$ cat config.mk
export PLATFORM = sky130hd
export DESIGN_NAME = rx_deser
export DESIGN_NICKNAME = d
export VERILOG_FILES = /design/src/rtl/rx_pkg.sv /design/src/rtl/sync_2ff.sv /design/src/rtl/rx_deser.sv
export SDC_FILE = /design/constraint.sdc
export NUM_CORES = 1
export LEC_CHECK = 0
export BUFFER_PORTS_ARGS = -buffer_cell sky130_fd_sc_hd__buf_2
export CAP_MARGIN = 5
export CORE_MARGIN = 3
export CORE_UTILIZATION = 50
export CTS_CLUSTER_SIZE = 30
export DETAILED_ROUTE_END_ITERATION = 16
export PLACE_DENSITY = 0.76
export SLEW_MARGIN = 20
export SYNTH_ARGS = -nofsm -noshare
export SYNTH_HDL_FRONTEND = slang
export SYNTH_SLANG_ARGS = --single-unit
$ cat constraint.sdc
create_clock -name clk -period 3.6 [get_ports clk]
set_input_delay 0.36 -clock clk [delete_from_list [all_inputs] [get_ports clk]]
set_output_delay 0.36 -clock clk [all_outputs]
set_load 0.05 [all_outputs]
$ cat src/rtl/rx_pkg.sv
// Shared types and default constants for the rx_deser serial receiver.
package rx_pkg;

   typedef enum logic [1:0] {IDLE, START, DATA, STOP} rx_state_e;

   localparam int unsigned RxWidthDefault      = 8;
   localparam int unsigned RxClksPerBitDefault = 16;

endpackage

$ cat src/rtl/sync_2ff.sv
// Two-flop synchronizer for a single asynchronous bit, with a configurable reset value.
module sync_2ff #(
   parameter logic ResetVal = 1'b1
) (
   input  logic clk,
   input  logic rst,
   input  logic d_i,
   output logic q_o
);

   logic [1:0] sync_q;

   always_ff @(posedge clk) begin
      if (rst) begin
         sync_q <= {2{ResetVal}};
      end else begin
         sync_q <= {sync_q[0], d_i};
      end
   end

   assign q_o = sync_q[1];

endmodule

$ cat src/rtl/rx_deser.sv
// Serial frame receiver (start, WIDTH data bits MSB first, stop) with mid-bit sampling.
// Define RX_FRAME_ERR_EN to get a one-cycle rx_frame_err pulse on a bad stop bit.
module rx_deser
   import rx_pkg::*;
#(
   parameter int unsigned WIDTH        = RxWidthDefault,
   parameter int unsigned CLKS_PER_BIT = RxClksPerBitDefault
) (
   input  logic             clk,
   input  logic             rst,
   input  logic             rx_si,
   output logic [WIDTH-1:0] rx_po,
   output logic             rx_valid,
   output logic             rx_busy,
   output logic             rx_frame_err
);

   localparam int unsigned CntW = (CLKS_PER_BIT > 2) ? $clog2(CLKS_PER_BIT) : 1;
   localparam int unsigned IdxW = (WIDTH > 1) ? $clog2(WIDTH) : 1;

   localparam logic [CntW-1:0] CntBitEnd = CntW'(CLKS_PER_BIT - 1);
   localparam logic [CntW-1:0] CntHalf   = CntW'(CLKS_PER_BIT / 2 - 1);
   localparam logic [IdxW-1:0] IdxLast   = IdxW'(WIDTH - 1);

   logic             rx_s;
   rx_state_e        state_q, state_d;
   logic [CntW-1:0]  cnt_q, cnt_d;
   logic [IdxW-1:0]  idx_q, idx_d;
   logic [WIDTH-1:0] shift_q, shift_d;
   logic [WIDTH-1:0] po_q, po_d;
   logic             valid_q, valid_d;
   logic             stop_done;

   sync_2ff #(
      .ResetVal (1'b1)
   ) u_sync (
      .clk (clk),
      .rst (rst),
      .d_i (rx_si),
      .q_o (rx_s)
   );

   always_ff @(posedge clk) begin
      if (rst) begin
         state_q <= IDLE;
         cnt_q   <= '0;
         idx_q   <= '0;
         shift_q <= '0;
         po_q    <= '0;
         valid_q <= 1'b0;
      end else begin
         state_q <= state_d;
         cnt_q   <= cnt_d;
         idx_q   <= idx_d;
         shift_q <= shift_d;
         po_q    <= po_d;
         valid_q <= valid_d;
      end
   end

   always_comb begin
      state_d = state_q;
      cnt_d   = cnt_q + CntW'(1);
      idx_d   = idx_q;
      shift_d = shift_q;
      unique case (state_q)
         IDLE: begin
            cnt_d = '0;
            if (!rx_s) state_d = START;
         end
         START: begin
            // A start bit that is high again at its midpoint is treated as a glitch.
            if (cnt_q == CntHalf) begin
               cnt_d   = '0;
               idx_d   = '0;
               state_d = rx_s ? IDLE : DATA;
            end
         end
         DATA: begin
            if (cnt_q == CntBitEnd) begin
               cnt_d   = '0;
               shift_d = (shift_q << 1) | WIDTH'(rx_s);
               idx_d   = idx_q + IdxW'(1);
               if (idx_q == IdxLast) state_d = STOP;
            end
         end
         STOP: begin
            if (cnt_q == CntBitEnd) begin
               cnt_d   = '0;
               state_d = IDLE;
            end
         end
         default: state_d = IDLE;
      endcase
   end

   always_comb begin
      stop_done = (state_q == STOP) && (cnt_q == CntBitEnd);
      valid_d   = stop_done && rx_s;
      po_d      = valid_d ? shift_q : po_q;
      rx_busy   = (state_q != IDLE);
   end

   assign rx_po    = po_q;
   assign rx_valid = valid_q;

`ifdef RX_FRAME_ERR_EN
   logic err_q;

   always_ff @(posedge clk) begin
      if (rst) begin
         err_q <= 1'b0;
      end else begin
         err_q <= stop_done && !rx_s;
      end
   end

   assign rx_frame_err = err_q;
`else
   assign rx_frame_err = 1'b0;
`endif

endmodule

==> impl_metrics.csv, run 1 <==
group,metric,value,unit
global_routing,grt_remaining_overflow,0,
logic_synthesis,synth.top_cells.by_count,"sky130_fd_sc_hd__dfxtp_1 (28), sky130_fd_sc_hd__nand2b_1 (17), sky130_fd_sc_hd__a21oi_1 (12), sky130_fd_sc_hd__nand3_1 (12), sky130_fd_sc_hd__o21ai_0 (12)",
cts,clk_pin_slew_worst_paths,140,ps
worst_hold_path,min_delay_worst_type,"in -> reg",
logic_synthesis,synth_top_cell_area_share,0.454,
critical_path,crit_path_max_fanout,13,
run_status,status,"finished, final reports clean",
critical_path,cp-end-kind,"register",
logic_synthesis,synth.yosys.warnings,0,
route,firstDrtPassIters,4,
floorplan,coreArea,2280,sq um
finish,layout.cells.non_filler,169,
global_routing,grt_antenna_before_repair,0,
power,power_frac_comb,0.035,
floorplan,start_util,0.543,
timing,period_share,0.497,
route,drt.antenna.violating_nets,0,
cts,number_of_buffers_created_by_cts,3,
logic_synthesis,synth-edff-count,0,
global_routing,grt_max_degree,36,
timing,fin_setup_tns,0,ps
finish,finish.utilization,0.582,
cts,holdBufCountCts,0,
timing,maxSlewViolCount,0,
critical_path,crit_path_start_kind,"register",
logic_synthesis,ys_dominant_reg_cell,"sky130_fd_sc_hd__dfxtp_1",
logic_synthesis,postSynthCellCount,137,
power,power.ir.vdd_worst,0.220,mV
critical_path,crit_type,"reg -> reg",
power,switching_share,0.196,
global_routing,grt_first_pass_wirelength,3890,um
global_routing,global_router_s_overall_resource_usage,0.152,
logic_synthesis,synth.net_count,143,
power,powerDensity,405,nW/um^2
timing,setup_viol,0,
logic_synthesis,synth.most_common_cell,"sky130_fd_sc_hd__dfxtp_1",
floorplan,die_x,55.7,um
timing,grt_setup_unrepaired,"no",
cts,cts_root_buffer,"sky130_fd_sc_hd__clkbuf_4",
cts,clk_path_buf_depth,2,
finish,drive_above_1_share,0.142,
critical_path,cp.buffers_inverters,0,
placement,gp_routability_congestion,0.812,
floorplan,std_cell_rows,17,
cts,post_cts_resize_count,0,
critical_path,worst_path_dominant_cell_family,"simple AND/OR/NAND/NOR gates",
timing,relative_slew_slack,0.487,
timing,final_hold_viol_count,0,
timing,post-route-min-period,1790,ps
critical_path,worst_path_largest_cell_delay,540,ps
logic_synthesis,synth_area,1230,sq um
placement,place_area,1270,sq um
finish,synth_to_final_area_change,7.29,%
route,drc,0,
cts,cts.htree.levels,1,
route,totalWireLength,2250,um
placement,dp_hpwl,1560,um
logic_synthesis,synth-seq-area-share,0.454,
cts,worstSkewPairLatency,320,ps
finish,n_antenna_cell,0,
critical_path,critical_path_required,3850,ps
logic_synthesis,async_flop_share,0,
timing,fin_skew,16.5,ps
floorplan,die_area,3100,sq um
logic_synthesis,avgSynthCellArea,9.01,sq um
logic_synthesis,synth_top_area_cell,"sky130_fd_sc_hd__dfxtp_1",
route,wl_per_cell,13.3,um
cts,clock_sinks,28,
power,total_leakage_power,0.484,nW
power,cell_internal_pwr,431,uW
run,drv_cap,0,
route,post_drt_via_cell_ratio,5.56,
power,sequentialPowerShare,0.586,
timing,timing_worst_slew_pin_value,768,ps
power,power.share.clock,0.378,
timing,max_freq,559,MHz
critical_path,cp_slowest_cell,"sky130_fd_sc_hd__nor3_4",
placement,numPortBuffers,12,
logic_synthesis,synth-seq-cells,28,
placement,dpl.cell_count,165,
logic_synthesis,netlist_top_cells_area,"sky130_fd_sc_hd__dfxtp_1 (45%), sky130_fd_sc_hd__nand2b_1 (8.6%), sky130_fd_sc_hd__mux2i_1 (6.5%)",
route,drt-initial-drc-count,13,
finish,final_design_area_no_fill,1330,sq um
route,vias,940,
global_routing,vias_in_the_first_global_route,868,
power,power.switching,105,uW
floorplan,die_h,55.7,um
critical_path,chain_of_cells_forming_the_critical_path,"ha_1, nand3_2, nor3_4, mux2i_1",
finish,total_nets_final,148,
cts,cts_setup_buffers,0,
cts,tritoncts_clock_tree,"built",
logic_synthesis,synthDistinctLibCells,32,
floorplan,design.portCount,14,
critical_path,arrival,2040,ps
## worst register-to-register path: stages, from the launching register on
cell                      delay (ps)
sky130_fd_sc_hd__dfxtp_1         380
sky130_fd_sc_hd__ha_1            300
sky130_fd_sc_hd__nand3_2         270
sky130_fd_sc_hd__nor3_4          540
sky130_fd_sc_hd__mux2i_1         250
## cell families (layout without fill, tap and decap cells)
kind of cell	count (synthesis)	in the layout	synth area share
AND/OR/NAND/NOR	51	51	0.250
AO/OA/AOI/OAI	29	29	0.128
adder cells (fa/ha/maj)	3	3	0.0304
flip-flops	28	28	0.454
XOR/XNOR	2	2	0.0142
buffers and inverters	15	19	0.0557
multiplexers	8	8	0.0648
other	1	1	0.00304
## metal layers
layer | share of wire | vias up | GRT usage
met3 | 0.027 | 2 | 0.0209
met5 | 0 | - | 0
met1 | 0.49 | 450 | 0.197
met4 | 0.0075 | 0 | 0.0417
li1 | - | 478 | -
met2 | 0.48 | 10 | 0.262
## registers in the layout, summed over array words and instances, names as in the netlist, named ones only
signal / cells
rx_valid: 1
shift_q: 8
idx_q: 3
u_sync.sync_q: 2
rx_po: 8
cnt_q: 4
state_q: 1
## power by group through the flow
stage / combinational [mW] / sequential [mW] / clock (mW)
6_report: 0.0190 / 0.314 / 0.203
5_1_grt: 0.0207 / 0.315 / 0.221
4_1_cts: 0.0191 / 0.314 / 0.208
3_5_place_dp: 0.0190 / 0.321 / 0
3_3_place_gp: 0.0187 / 0.321 / 0
2_1_floorplan: 0.0178 / 0.319 / 0
## through the flow
stage	setup slack, ps	hold WS, ps	power (mW)
floorplan	2200	389	0.337
global placement	1960	393	0.339
detailed placement	1850	400	0.340
CTS	1800	206	0.542
global route	1640	197	0.557
finish	1810	217	0.536
## area by class of cell
type / instances / area [sq um]
fill: 207 / 951
clock inverter: 1 / 30.0
inverter: 3 / 11.3
tap: 28 / 35.0
multi-input combinational: 94 / 606
sequential: 28 / 561
timing repair buffer: 12 / 60.1
clock buffer: 3 / 22.5
## layout by cell type, fill, tap and decap left out
cell type and count:
sky130_fd_sc_hd__and3_1 2, sky130_fd_sc_hd__nand2_1 2, sky130_fd_sc_hd__nand4b_1 1, sky130_fd_sc_hd__nor4_1 2
sky130_fd_sc_hd__a22oi_1 1, sky130_fd_sc_hd__nor3b_1 1, sky130_fd_sc_hd__conb_1 1, sky130_fd_sc_hd__nor3_1 3
sky130_fd_sc_hd__a21oi_1 12, sky130_fd_sc_hd__nor2_1 2, sky130_fd_sc_hd__o21bai_1 1, sky130_fd_sc_hd__nand3b_1 1
sky130_fd_sc_hd__dfxtp_1 28, sky130_fd_sc_hd__o31a_1 1, sky130_fd_sc_hd__mux2i_1 8, sky130_fd_sc_hd__nand2b_1 17
sky130_fd_sc_hd__clkbuf_4 3, sky130_fd_sc_hd__nor2b_1 3, sky130_fd_sc_hd__buf_2 12, sky130_fd_sc_hd__nand3_1 12
sky130_fd_sc_hd__nand3_2 1, sky130_fd_sc_hd__nor3_4 1, sky130_fd_sc_hd__or2_2 2, sky130_fd_sc_hd__xor2_1 1
sky130_fd_sc_hd__inv_1 3, sky130_fd_sc_hd__xnor2_1 1, sky130_fd_sc_hd__a31oi_1 1, sky130_fd_sc_hd__ha_1 3
sky130_fd_sc_hd__o21ai_0 12, sky130_fd_sc_hd__and2_1 1, sky130_fd_sc_hd__bufinv_16 1, sky130_fd_sc_hd__a211oi_1 1
## path summary, 6_finish.rpt
kind	endpoint	depth (start not counted)	start	slack (ps)
worst max-delay path	rx_po[6]$_SDFFE_PP0P_	4	cnt_q[0]$_SDFF_PP0_	1810
worst min-delay path	u_sync.sync_q[0]$_SDFF_PP1_	2	rx_si	220
worst max register to register	rx_po[6]$_SDFFE_PP0P_	4	cnt_q[0]$_SDFF_PP0_	1810
worst min register to register	u_sync.sync_q[1]$_SDFF_PP1_	1	u_sync.sync_q[0]$_SDFF_PP1_	430
(Power assumes the default switching activity.)
==> run 2: changes to the inputs <==
--- a/config.mk
+++ b/config.mk
@@ -5,6 +5,7 @@
 export SDC_FILE = /design/constraint.sdc
 export NUM_CORES = 1
 export LEC_CHECK = 0
+export ABC_AREA = 1
 export BUFFER_PORTS_ARGS = -buffer_cell sky130_fd_sc_hd__buf_2
 export CAP_MARGIN = 5
 export CORE_MARGIN = 3
==> constraint.sdc (replaced) <==
create_clock -name clk -period 1.7 [get_ports clk]
set_input_delay 0.17 -clock clk [delete_from_list [all_inputs] [get_ports clk]]
set_output_delay 0.17 -clock clk [all_outputs]
set_load 0.05 [all_outputs]
==> run 2 against run 1 <==
  * Register-to-register slack got worse by 1600 ps
  * Clock skew fell by 5.6 ps
  * Sequential share of layout area rose by 2.4 points
  * Core utilization rose by 3.8 points
  * Clock power rose by 110%
  * Critical path type unchanged
  * Largest cell class is now sequential cells
==> impl_metrics.csv, run 2 <==
group,metric,value,unit
global_routing,vias_in_the_first_global_route,720,
placement,dp_hpwl,1300,um
finish,finish.utilization,0.621,
logic_synthesis,synth_area,1110,sq um
logic_synthesis,synth.most_common_cell,"sky130_fd_sc_hd__nor2_1",
cts,clk_path_buf_depth,2,
floorplan,die_x,53.1,um
global_routing,grt_max_degree,21,
route,post_drt_via_cell_ratio,4.80,
power,total_leakage_power,0.530,nW
route,vias,878,
timing,holdWs,83.9,ps
floorplan,die_h,53.1,um
critical_path,wp_depth,8,
global_routing,grt_remaining_overflow,0,
placement,numPortBuffers,12,
critical_path,worst_path_dominant_cell_family,"flip-flops",
timing,fin_skew,10.9,ps
logic_synthesis,async_flop_share,0,
worst_hold_path,min_delay_worst_type,"in -> reg",
finish,synth_to_final_area_change,13.1,%
floorplan,start_util,0.549,
logic_synthesis,avgSynthCellArea,7.76,sq um
critical_path,cp.buffers_inverters,1,
cts,cts_setup_buffers,0,
worst_hold_path,timing.hold.worst_path_depth,2,
timing,post-route-min-period,1480,ps
power,powerDensity,1020,nW/um^2
cts,tritoncts_clock_tree,"built",
critical_path,crit_path_start_kind,"register",
cts,number_of_buffers_created_by_cts,3,
critical_path,chain_of_cells_forming_the_critical_path,"ha_1, nand3_1, inv_2, nand2_2, a21oi_4, nand2_1, o21ai_1, nor2_1",
cts,clk_pin_slew_worst_paths,140,ps
logic_synthesis,synth_top_area_cell,"sky130_fd_sc_hd__dfxtp_1",
finish,n_antenna_cell,0,
cts,clock_sinks,28,
logic_synthesis,netlist_top_cells_area,"sky130_fd_sc_hd__dfxtp_1 (51%), sky130_fd_sc_hd__nor2_1 (10%), sky130_fd_sc_hd__o21ai_0 (7.2%)",
timing,maxSlewViolCount,0,
timing,setup_viol,0,
power,power.ir.vdd_worst,0.605,mV
timing,period_share,0.868,
global_routing,grt_first_pass_wirelength,3050,um
global_routing,grt_antenna_before_repair,0,
critical_path,crit_type,"reg -> reg",
critical_path,cp_slowest_cell,"sky130_fd_sc_hd__dfxtp_1",
logic_synthesis,synth-seq-area-share,0.505,
critical_path,arrival,1710,ps
cts,cts.htree.levels,1,
logic_synthesis,synth-seq-cells,28,
logic_synthesis,synth_top_cell_area_share,0.505,
finish,drive_above_1_share,0.154,
floorplan,die_area,2820,sq um
critical_path,ff2ff_path_depth,8,
global_routing,global_router_s_overall_resource_usage,0.145,
timing,final_hold_viol_count,0,
logic_synthesis,postSynthCellCount,143,
critical_path,critical_path_required,1930,ps
critical_path,crit_path_max_fanout,10,
floorplan,std_cell_rows,16,
logic_synthesis,synthDistinctLibCells,21,
critical_path,worst_path_largest_cell_delay,380,ps
route,drc,0,
route,drt.antenna.violating_nets,0,
cts,cts_root_buffer,"sky130_fd_sc_hd__clkbuf_4",
route,drt-initial-drc-count,15,
route,totalWireLength,1800,um
finish,final_common_cell,"sky130_fd_sc_hd__nor2_1",
placement,gp_routability_congestion,0.718,
floorplan,design.portCount,14,
critical_path,cp-end-kind,"register",
logic_synthesis,ys_dominant_reg_cell,"sky130_fd_sc_hd__dfxtp_1",
logic_synthesis,synth.net_count,149,
finish,layout.cells.non_filler,183,
floorplan,coreArea,2020,sq um
finish,layout_common_cells,"sky130_fd_sc_hd__nor2_1 (30), sky130_fd_sc_hd__dfxtp_1 (28), sky130_fd_sc_hd__inv_1 (17), sky130_fd_sc_hd__nand2_1 (17), sky130_fd_sc_hd__o21ai_0 (16)",
route,wl_per_cell,9.84,um
critical_path,reg2reg_slack,220,ps
route,firstDrtPassIters,3,
power,design_power_total,1.28,mW
logic_synthesis,synth-edff-count,0,
timing,grt_setup_unrepaired,"no",
run_status,status,"finished, final reports clean",
cts,worstSkewPairLatency,330,ps
run,drv_cap,0,
timing,max_freq,678,MHz
logic_synthesis,synth.yosys.warnings,0,
placement,dpl.cell_count,178,
logic_synthesis,synth.top_cells.by_count,"sky130_fd_sc_hd__nor2_1 (30), sky130_fd_sc_hd__dfxtp_1 (28), sky130_fd_sc_hd__inv_1 (17), sky130_fd_sc_hd__nand2_1 (17), sky130_fd_sc_hd__o21ai_0 (16)",
finish,total_nets_final,163,
timing,fin_setup_tns,0,ps
## run 2: cell types whose count changed after synthesis, moves of 3 or more
| cell | before | now |
|---|---|---|
| sky130_fd_sc_hd__mux2i_1 | 8 | 0 |
| sky130_fd_sc_hd__inv_1 | 3 | 17 |
| sky130_fd_sc_hd__o21ai_0 | 12 | 16 |
| sky130_fd_sc_hd__nor2b_1 | 3 | 0 |
| sky130_fd_sc_hd__nand2b_1 | 17 | 0 |
| sky130_fd_sc_hd__a21oi_1 | 12 | 9 |
| sky130_fd_sc_hd__nor3_1 | 3 | 0 |
| sky130_fd_sc_hd__nand2_1 | 2 | 17 |
| sky130_fd_sc_hd__o21ai_1 | 0 | 3 |
| sky130_fd_sc_hd__nor2_1 | 2 | 30 |
| sky130_fd_sc_hd__buf_2 | 7 | 1 |
| sky130_fd_sc_hd__nand3_1 | 12 | 5 |
## run 2: kinds of logic (layout without fill, tap and decap cells)
family,count (synthesis),count (layout),synth area share
buf+inv,23,36,0.0823
other cells,1,1,0.00338
simple gates,58,58,0.227
xor+xnor,1,1,0.00789
fa+ha+maj,3,3,0.0338
flops,28,28,0.505
compound gates,29,29,0.141
## run 2: cell type report
cell class | instances | area [sq um]
fillers | 196 | 767
flip-flops and latches | 28 | 561
multi-input cells | 92 | 467
inverters | 19 | 71.3
repair buffers | 13 | 70.1
well taps | 27 | 33.8
clock inverters | 1 | 30.0
clock buffers | 3 | 22.5
## run 2: metal layers
| metal | share of wire | up-vias | routed length, um | global-route usage |
|---|---|---|---|---|
| met5 | 0 | - | 0 | 0 |
| met4 | 0.0089 | 0 | 16 | 0.0638 |
| met3 | 0.031 | 2 | 55 | 0.0254 |
| met2 | 0.42 | 12 | 763 | 0.202 |
| met1 | 0.54 | 390 | 966 | 0.215 |
| li1 | - | 474 | - | - |
## run 2: power by group
group | internal [mW] | total (mW) | switching (mW)
Clock | 0.239 | 0.428 | 0.189
Combinational | 0.0491 | 0.146 | 0.0974
Sequential | 0.678 | 0.701 | 0.0230
Total | 0.965 | 1.28 | 0.310
## run 2: stage by stage
step           cell area [sq um]  setup WS, ps
4_1_cts                     1250           145
5_1_grt                     1250          63.7
2_1_floorplan               1110           375
3_3_place_gp                1180           261
3_5_place_dp                1180           154
6_report                    1250           225
## run 2: timing repair
action / CTS / global route
hold endpoints to repair: 1 / 0
setup endpoints to repair: 0 / 8
hold buffers: 1 / 0
gates resized for setup: 0 / 1
## run 2: path summary, 6_finish.rpt
check	start	endpoint
max reg2reg	cnt_q[0]$_SDFF_PP0_	idx_q[2]$_SDFFE_PP0P_
max	cnt_q[0]$_SDFF_PP0_	idx_q[2]$_SDFFE_PP0P_
min reg2reg	u_sync.sync_q[0]$_SDFF_PP1_	u_sync.sync_q[1]$_SDFF_PP1_
min	rst	idx_q[1]$_SDFFE_PP0P_
==> run 3: changes to the inputs <==
--- a/config.mk
+++ b/config.mk
@@ -13,6 +13,7 @@
 export CTS_CLUSTER_SIZE = 30
 export DETAILED_ROUTE_END_ITERATION = 16
 export PLACE_DENSITY = 0.76
+export SETUP_SLACK_MARGIN = 0.3
 export SLEW_MARGIN = 20
 export SYNTH_ARGS = -nofsm -noshare
 export SYNTH_HDL_FRONTEND = slang
==> run 3 against run 2 <==
  * Clock power is 1% higher
  * Fmax up 11%
  * Cell area increased by 6.0%
  * Sequential power is essentially flat
  * Non-clock buffer count grew 3
  * Setup slack better by 150 ps
  * Critical path type is now reg -> out
  * Largest cell class unchanged
  * Largest power group unchanged
  * Highest routed layer unchanged
==> impl_metrics.csv, run 3 (synthesized netlist as in run 2, its figures left out) <==
group,metric,value,unit
finish,layout_common_cells,"sky130_fd_sc_hd__nor2_1 (30), sky130_fd_sc_hd__dfxtp_1 (24), sky130_fd_sc_hd__inv_1 (17), sky130_fd_sc_hd__nand2_1 (17)",
critical_path,crit_path_start_kind,"register",
critical_path,cp_slowest_cell,"sky130_fd_sc_hd__dfxtp_2",
route,drc,0,
global_routing,grt_max_degree,21,
finish,total_nets_final,166,
cts,clk_path_buf_depth,2,
route,drt-initial-drc-count,13,
timing,max_freq,753,MHz
critical_path,critical_path.endpoint,"rx_busy",
cts,tritoncts_clock_tree,"built",
finish,drive_above_1_share,0.208,
cts,number_of_buffers_created_by_cts,3,
timing,fin_skew,14.7,ps
timing,post-route-min-period,1330,ps
timing,grt_setup_unrepaired,"no",
route,vias,900,
timing,maxSlewViolCount,0,
cts,cts_root_buffer,"sky130_fd_sc_hd__clkbuf_4",
critical_path,worst_path_dominant_cell_family,"flip-flops",
critical_path,critical_path_required,1530,ps
finish,synth_to_final_area_change,19.8,%
critical_path,wp_depth,3,
route,drt.antenna.violating_nets,0,
critical_path,chain_of_cells_forming_the_critical_path,"inv_1, nand2_1, buf_4",
critical_path,cp.buffers_inverters,2,
finish,final_common_cell,"sky130_fd_sc_hd__nor2_1",
route,firstDrtPassIters,4,
global_routing,vias_in_the_first_global_route,754,
cts,clk_pin_slew_worst_paths,140,ps
placement,place_area,1180,sq um
placement,gp_routability_congestion,0.718,
global_routing,global_router_s_overall_resource_usage,0.151,
timing,setup_viol,0,
cts,clock_sinks,28,
worst_hold_path,timing.hold.worst_path_depth,2,
route,wl_per_cell,10.2,um
global_routing,grt_antenna_before_repair,0,
placement,dp_hpwl,1300,um
critical_path,worstReg2RegEnd,"idx_q[2]$_SDFFE_PP0P_",
floorplan,design.portCount,14,
finish,n_antenna_cell,0,
timing,final_hold_viol_count,0,
critical_path,arrival,1160,ps
power,powerDensity,969,nW/um^2
global_routing,grt_remaining_overflow,0,
critical_path,worst_path_largest_cell_delay,410,ps
run_status,status,"finished, final reports clean",
floorplan,std_cell_rows,16,
floorplan,coreArea,2020,sq um
critical_path,crit_path_max_fanout,5,
critical_path,crit_type,"reg -> out",
timing,period_share,0.782,
finish,final_design_area_no_fill,1330,sq um
critical_path,cp-end-kind,"output pin",
critical_path,reg2reg_slack,410,ps
floorplan,start_util,0.549,
timing,fin_setup_tns,0,ps
cts,cts.htree.levels,1,
placement,numPortBuffers,12,
floorplan,die_x,53.1,um
global_routing,grt_first_pass_wirelength,3160,um
worst_hold_path,min_delay_worst_type,"in -> reg",
route,totalWireLength,1900,um
route,post_drt_via_cell_ratio,4.84,
power,total_leakage_power,0.566,nW
floorplan,die_h,53.1,um
run,drv_cap,0,
power,power.ir.vdd_worst,0.630,mV
floorplan,die_area,2820,sq um
cts,worstSkewPairLatency,330,ps
critical_path,ff2ff_path_depth,7,
run 3: through the flow:
step / total power [mW] / utilization / instances / hold slack [ps] / setup slack, ps
5_1_grt: 1.34 / 0.658 / 186 / 84.5 / 302
3_3_place_gp: 0.853 / 0.585 / 178 / 357 / 261
6_report: 1.29 / 0.658 / 186 / 88.8 / 371
2_1_floorplan: 0.832 / - / 143 / 239 / 375
3_5_place_dp: 0.859 / 0.585 / 178 / 355 / 154
4_1_cts: 1.30 / 0.632 / 184 / 78.9 / 302
run 3: worst min path at each step:
| stage | start | endpoint |
|---|---|---|
| 6_report | rst | idx_q[1]$_SDFFE_PP0P_ |
| 4_1_cts | rst | idx_q[1]$_SDFFE_PP0P_ |
| 2_1_floorplan | rst | register |
| 3_5_place_dp | rx_si | u_sync.sync_q[0]$_SDFF_PP1_ |
| 3_3_place_gp | rx_si | u_sync.sync_q[0]$_SDFF_PP1_ |
| 5_1_grt | rst | register |
run 3: cell type report:
| cell class | instances | area [sq um] |
|---|---|---|
| fillers | 185 | 692 |
| flip-flops and latches | 28 | 566 |
| multi-input cells | 92 | 497 |
| repair buffers | 16 | 108 |
| inverters | 19 | 73.8 |
| well taps | 27 | 33.8 |
| clock inverters | 1 | 30.0 |
| clock buffers | 3 | 22.5 |
run 3: timing repair:
action / 4_1_cts / 5_1_grt
pin swaps: 1 / 3
gates resized for setup: 8 / 9
cloned: 0 / 0
endpoints found under the setup margin: 13 / 19
hold buffers: 1 / 0
buffers inserted: 1 / 2
hold endpoints to repair: 1 / 0
run 3: power breakdown:
group / total [mW] / switching (mW) / leakage, nW / internal (mW)
registers: 0.702 / 0.0233 / 0.228 / 0.679
logic: 0.153 / 0.0988 / 0.309 / 0.0541
clock network: 0.433 / 0.194 / 0.0279 / 0.239
total: 1.29 / 0.316 / 0.566 / 0.972
run 3: worst reg2reg max path, stage by stage, from the launching register on:
cell and delay [ps]:
sky130_fd_sc_hd__dfxtp_2 410, sky130_fd_sc_hd__inv_1 110, sky130_fd_sc_hd__nor2_4 170, sky130_fd_sc_hd__nand2_4 110, sky130_fd_sc_hd__a21oi_4 200, sky130_fd_sc_hd__nand2_1 70, sky130_fd_sc_hd__o21ai_1 80, sky130_fd_sc_hd__nor2_1 50
run 3: layer usage:
| layer | part of all wire | GRT usage | vias up |
|---|---|---|---|
| li1 | - | - | 480 |
| met1 | 0.48 | 0.209 | 399 |
| met2 | 0.47 | 0.219 | 19 |
| met3 | 0.043 | 0.0310 | 2 |
| met4 | 0.011 | 0.0723 | 0 |
| met5 | 0 | 0 | - |
